### config.mk
export PLATFORM = sky130hd
export DESIGN_NAME = fetch_unit
export DESIGN_NICKNAME = d
export VERILOG_FILES = /design/src/rtl/fetch_unit.sv
export SDC_FILE = /design/constraint.sdc
export NUM_CORES = 1
export LEC_CHECK = 0
export ABC_AREA = 1
export ABC_CLOCK_PERIOD_IN_PS = 3600
export CORE_MARGIN = 5
export CORE_UTILIZATION = 35
export DETAILED_ROUTE_END_ITERATION = 8
export PLACE_DENSITY = 0.6
export SLEW_MARGIN = 20
export SYNTH_ARGS = -nofsm -noshare
export SYNTH_HDL_FRONTEND = slang
export SYNTH_SLANG_ARGS = --single-unit
### constraint.sdc
create_clock -name clk -period 3.6 [get_ports clk]
set_input_delay 0.9 -clock clk [delete_from_list [all_inputs] [get_ports clk]]
set_output_delay 0.9 -clock clk [all_outputs]
set_load 0.01 [all_outputs]
### src/rtl/fetch_unit.sv
// rtl/fetch_unit.sv - instruction fetch stage with local byte-writable instruction memory
//
// Purpose:
//   Holds the program counter, reads one 32-bit word per cycle from a local
//   instruction memory and presents it, with its address, to the decode stage.
//   Supports downstream stall, taken-branch redirect and pipeline flush.
//
// Parameters:
//   IMEM_WORDS  instruction memory depth in 32-bit words (power of two, >= 2)
//   RESET_PC    PC value loaded on reset
//   NOP_INSTR   encoding driven on instr_o for bubbles
//
// Ports:
//   clk          single clock, rising edge
//   rst          asynchronous active-high reset
//   wdata_i      instruction memory write data
//   waddr_i      instruction memory write word index
//   wen_i        per-byte write enables (bit n writes wdata_i[8n+7:8n])
//   fetch_en_i   fetch enable (IDLE <-> RUN)
//   stall_i      downstream stall: hold PC and output register
//   br_valid_i   taken branch / jump redirect
//   br_target_i  redirect target (bits [1:0] ignored)
//   flush_i      pipeline flush: emit a bubble, PC not advanced
//   instr_o      fetched instruction
//   pc_o         address of instr_o
//   valid_o      instr_o is a real instruction rather than a bubble

module fetch_unit #(
    parameter int          IMEM_WORDS = 32,
    parameter logic [31:0] RESET_PC   = 32'h0000_0000,
    parameter logic [31:0] NOP_INSTR  = 32'h0000_0013
) (
    input  logic                          clk,
    input  logic                          rst,
    input  logic [31:0]                   wdata_i,
    input  logic [$clog2(IMEM_WORDS)-1:0] waddr_i,
    input  logic [3:0]                    wen_i,
    input  logic                          fetch_en_i,
    input  logic                          stall_i,
    input  logic                          br_valid_i,
    input  logic [31:0]                   br_target_i,
    input  logic                          flush_i,
    output logic [31:0]                   instr_o,
    output logic [31:0]                   pc_o,
    output logic                          valid_o
);

    localparam int AW = $clog2(IMEM_WORDS);

    typedef enum logic {
        IDLE = 1'b0,
        RUN  = 1'b1
    } state_t;

    state_t state_q;
    state_t state_d;

    logic [31:0] pc_q;
    logic [31:0] pc_d;
    logic [31:0] instr_d;
    logic [31:0] pc_out_d;
    logic        valid_d;

    logic [31:0]   imem [IMEM_WORDS];
    logic [AW-1:0] pc_idx;
    logic [31:0]   fetch_word;

    // Instruction memory. Deliberately outside the reset domain: contents
    // survive reset and writes issued while rst is high still land.
    always_ff @(posedge clk) begin
        for (int b = 0; b < 4; b++) begin
            if (wen_i[b]) begin
                imem[waddr_i][8*b +: 8] <= wdata_i[8*b +: 8];
            end
        end
    end

    // Upper PC bits are ignored so fetch wraps modulo the memory size.
    // The read is sampled by the same edge that may write this word, so it
    // returns the old contents (read-before-write).
    assign pc_idx     = pc_q[AW+1:2];
    assign fetch_word = imem[pc_idx];

    always_ff @(posedge clk or posedge rst) begin
        if (rst) begin
            state_q <= IDLE;
            pc_q    <= RESET_PC;
            instr_o <= NOP_INSTR;
            pc_o    <= RESET_PC;
            valid_o <= 1'b0;
        end else begin
            state_q <= state_d;
            pc_q    <= pc_d;
            instr_o <= instr_d;
            pc_o    <= pc_out_d;
            valid_o <= valid_d;
        end
    end

    // Priority: redirect > flush > stall > FSM state. The FSM tracks
    // fetch_en_i on every edge; the output action uses the current state, so
    // the first real fetch comes one edge after entering RUN.
    always_comb begin
        state_d  = fetch_en_i ? RUN : IDLE;
        pc_d     = pc_q;
        instr_d  = instr_o;
        pc_out_d = pc_o;
        valid_d  = valid_o;

        if (br_valid_i) begin
            // Misaligned target bits are dropped without complaint.
            pc_d    = br_target_i & ~32'h0000_0003;
            instr_d = NOP_INSTR;
            valid_d = 1'b0;
        end else if (flush_i) begin
            instr_d = NOP_INSTR;
            valid_d = 1'b0;
        end else if (stall_i) begin
            // hold everything
        end else begin
            case (state_q)
                RUN: begin
                    instr_d  = fetch_word;
                    pc_out_d = pc_q;
                    valid_d  = 1'b1;
                    pc_d     = pc_q + 32'd4;
                end
                default: begin
                    instr_d = NOP_INSTR;
                    valid_d = 1'b0;
                end
            endcase
        end
    end

endmodule

==> flow_metrics.env <==
export IMPL_status="finished clean"
export IMPL_synth_edff_count=1024
export IMPL_stdcell_count=6658
export IMPL_synth_top_cell_area_share=0.6528
export IMPL_wl_um=133800
export IMPL_maxSlewViolCount=0
export IMPL_route_met3_wl_um=12080
export IMPL_place_gp_congestion=0.8990
export IMPL_holdPathEnd="pc_o[23]$_DFFE_PP0P_"
export IMPL_drt_wirelength_per_cell_um=20.10
export IMPL_drcViolationCount=0
export IMPL_hp_class="reg2reg"
export IMPL_insertion_delay_ns=0.72
export IMPL_power_density_nw_per_um2=546.9
export IMPL_die_area_um2=142000
export IMPL_reg2reg_slack_ns=0.96
export IMPL_regToRegEndpoint="instr_o[6]$_DFFE_PP0P_"
export IMPL_cts_resized=0
export IMPL_ys_top_cells_by_count="nand2_1, edfxtp_1, nor2_1"
export IMPL_synth_top_area_cell="edfxtp_1"
export IMPL_p_leak_uw=0.02171
export IMPL_maxSlewHeadroom=0.3342
export IMPL_dp_cells=6444
export IMPL_hold_viol=0
export IMPL_final_setup_worst_slack_ns=0.7927
export IMPL_grt_ovfl_total=0
export IMPL_r2r_worst_path_cells=10
export IMPL_first_pass_iters=5
export IMPL_drv_cap=0
export IMPL_fin_worst_skew_ns=0.03188
export IMPL_grt_usage=0.1849
export IMPL_fin_crit_sh=0.7798
export IMPL_num_io_pins=144
export IMPL_syn_instance_count=4536
export IMPL_die_h_um=376.9
export IMPL_postLayoutCoreUtil=0.4152
export IMPL_grt_pass1_wl_um=199500
export IMPL_critical_path_class="reg2out"
export IMPL_whs_path_depth=2
export IMPL_cts_tree="yes"
export IMPL_ys_warnings_count=0
export IMPL_drive_above_1_share=0.09184
export IMPL_hold_buffers=0
export IMPL_path_max_fanout=2
export IMPL_setup_viol=0
export IMPL_post_route_min_period_ns=2.807
export IMPL_synth_flop_cell="edfxtp_1"
export IMPL_antenna_left=0
export IMPL_core_area_um2=133600
export IMPL_async_flop_share=0.08408
export IMPL_via_per_inst=4.969
export IMPL_ys_types=31
export IMPL_clock_sinks=1118
export IMPL_die_x_um=376.9
export IMPL_tightest_slew_ns=0.9987
export IMPL_start_util=0.3525
export IMPL_clkTransAtPathRegs_ns=0.06
export IMPL_place_ws_ns=0.3508
export IMPL_cp_end_kind="output port"
export IMPL_synth_most_common_cell="nand2_1"
export IMPL_netlist_top_cells_area="edfxtp_1, nand2_1, dfrtp_1, nor2_1, nand3_1"
export IMPL_cpLargestDelayFamily="buffers and inverters"
export IMPL_grt_max_degree=208
export IMPL_cts_root_buf="clkbuf_16"
export IMPL_syn_avg_cell_area_um2=10.38
export IMPL_worst_path_buf_inv=1
export IMPL_io_buffer_count=139
export IMPL_seq_area_frac_synth=0.7028
export IMPL_slowest_delay_ns=0.64
export IMPL_tritoncts_num_buffers=112
export IMPL_antenna_found_initial=4
export IMPL_route_met2_wl_um=59870
export IMPL_num_rows=134
export IMPL_vdd_ir_drop_max_mv=0.4148
export IMPL_fillers=12630
export IMPL_slowest_stage="clkdlybuf4s50_1"
export IMPL_clk_path_buf_depth=3
export IMPL_synth_seq_cells=1118
export IMPL_cp_data_arrival_time_ns=1.91
export IMPL_area_delta_synth_final_pct=17.79
export IMPL_drt_met1_wl_um=58890
export IMPL_rsz0062_at_grt="no"
export IMPL_max_freq_mhz=356.2
export IMPL_first_global_vias=31450
export IMPL_drt_iter0_drc=4051
export IMPL_min_from="pc_o[23]$_DFFE_PP0P_"
export IMPL_tns_ns=0
export IMPL_ctsHtreeMaxLevel=3
export IMPL_timing_rr_start="pc_q[2]$_DFFE_PP0P_"
export IMPL_start_kind="flip-flop"
export IMPL_cts_setup_buffers=0
export IMPL_syn_area_um2=47100
export IMPL_path_cells="clkdlybuf4s50_1"
export IMPL_required_ns=2.70
export IMPL_highest_layer="met5"
export IMPL_dp_hpwl_um=81500
export IMPL_fin_nets=4870
export IMPL_num_vias=33080
stage by stage:
step | power (uW) | hold slack, ns | instance area, um^2
floorplan | 17000 | 0.4708 | 47110
global placement | 18590 | 0.4656 | 51670
detailed placement | 18620 | 0.4733 | 51670
CTS | 30580 | 0.4895 | 55480
global route | 31540 | 0.5040 | 55480
finish | 30350 | 0.4826 | 55490
power by group:
part	switching [uW]	leakage [uW]	total [uW]	internal (uW)
Combinational	2590	0.00945	3730	1130
Clock	5040	0.00185	12000	6950
Sequential	177	0.0104	14600	14500
cells in the final DEF (no fill, tap or decap), types with 27 or more instances in the layout:
cell type / n
inv_1: 231
clkbuf_1: 27
nand2_1: 1626
o21ai_0: 260
nor2_1: 586
dfrtp_1: 88
nand3_1: 349
clkbuf_16: 114
buf_4: 228
edfxtp_1: 1024
clkdlybuf4s50_1: 139
a21oi_1: 34
cell type report:
type	instances	area, um^2	area share
Inverter	242	923.4	0.01664
Clock buffer	149	3064	0.05522
Sequential cell	1118	33120	0.5969
Timing Repair Buffer	382	3403	0.06134
Multi-Input combinational cell	2934	12020	0.2165
Tap cell	1768	2212	0.03987
Antenna cell	1	2.502	0.00004510
Clock inverter	64	748.2	0.01348
cell families after synthesis:
| group | Yosys count | synth area share |
|---|---|---|
| flip-flops | 1118 | 0.7028 |
| AND/OR/NAND/NOR | 2597 | 0.2178 |
| XOR/XNOR | 2 | 0.0003719 |
| AO/OA/AOI/OAI | 332 | 0.03615 |
| other | 1 | 0.00007961 |
| adder cells (fa/ha/maj) | 1 | 0.0002656 |
| buffers and inverters | 485 | 0.04250 |
per-layer routing:
metal,vias up,global-route usage
met4,4,0.04229
met5,-,0
met3,179,0.03900
met2,1391,0.2875
li1,15570,-
met1,15940,0.2676
worst max path at each step:
stage	from	end	slack, ns	cells after the start
2_1_floorplan	rst	instr_o[10]$_DFFE_PP0P_	0.26	1
3_3_place_gp	waddr_i[1]	imem[18][0]$_DFFE_PP_	0.41	6
3_5_place_dp	waddr_i[0]	imem[5][29]$_DFFE_PP_	0.35	6
4_1_cts	instr_o[10]$_DFFE_PP0P_	instr_o[10]	0.72	1
5_1_grt	instr_o[10]$_DFFE_PP0P_	instr_o[10]	0.64	1
6_report	instr_o[10]$_DFFE_PP0P_	instr_o[10]	0.79	1
flip-flops by register name (all words and copies together), names as in the netlist:
register  cells
imem       1024
instr_o      32
pc_o         30
pc_q         30
state_q       1
valid_o       1
Power figures use the tool's default switching activity.
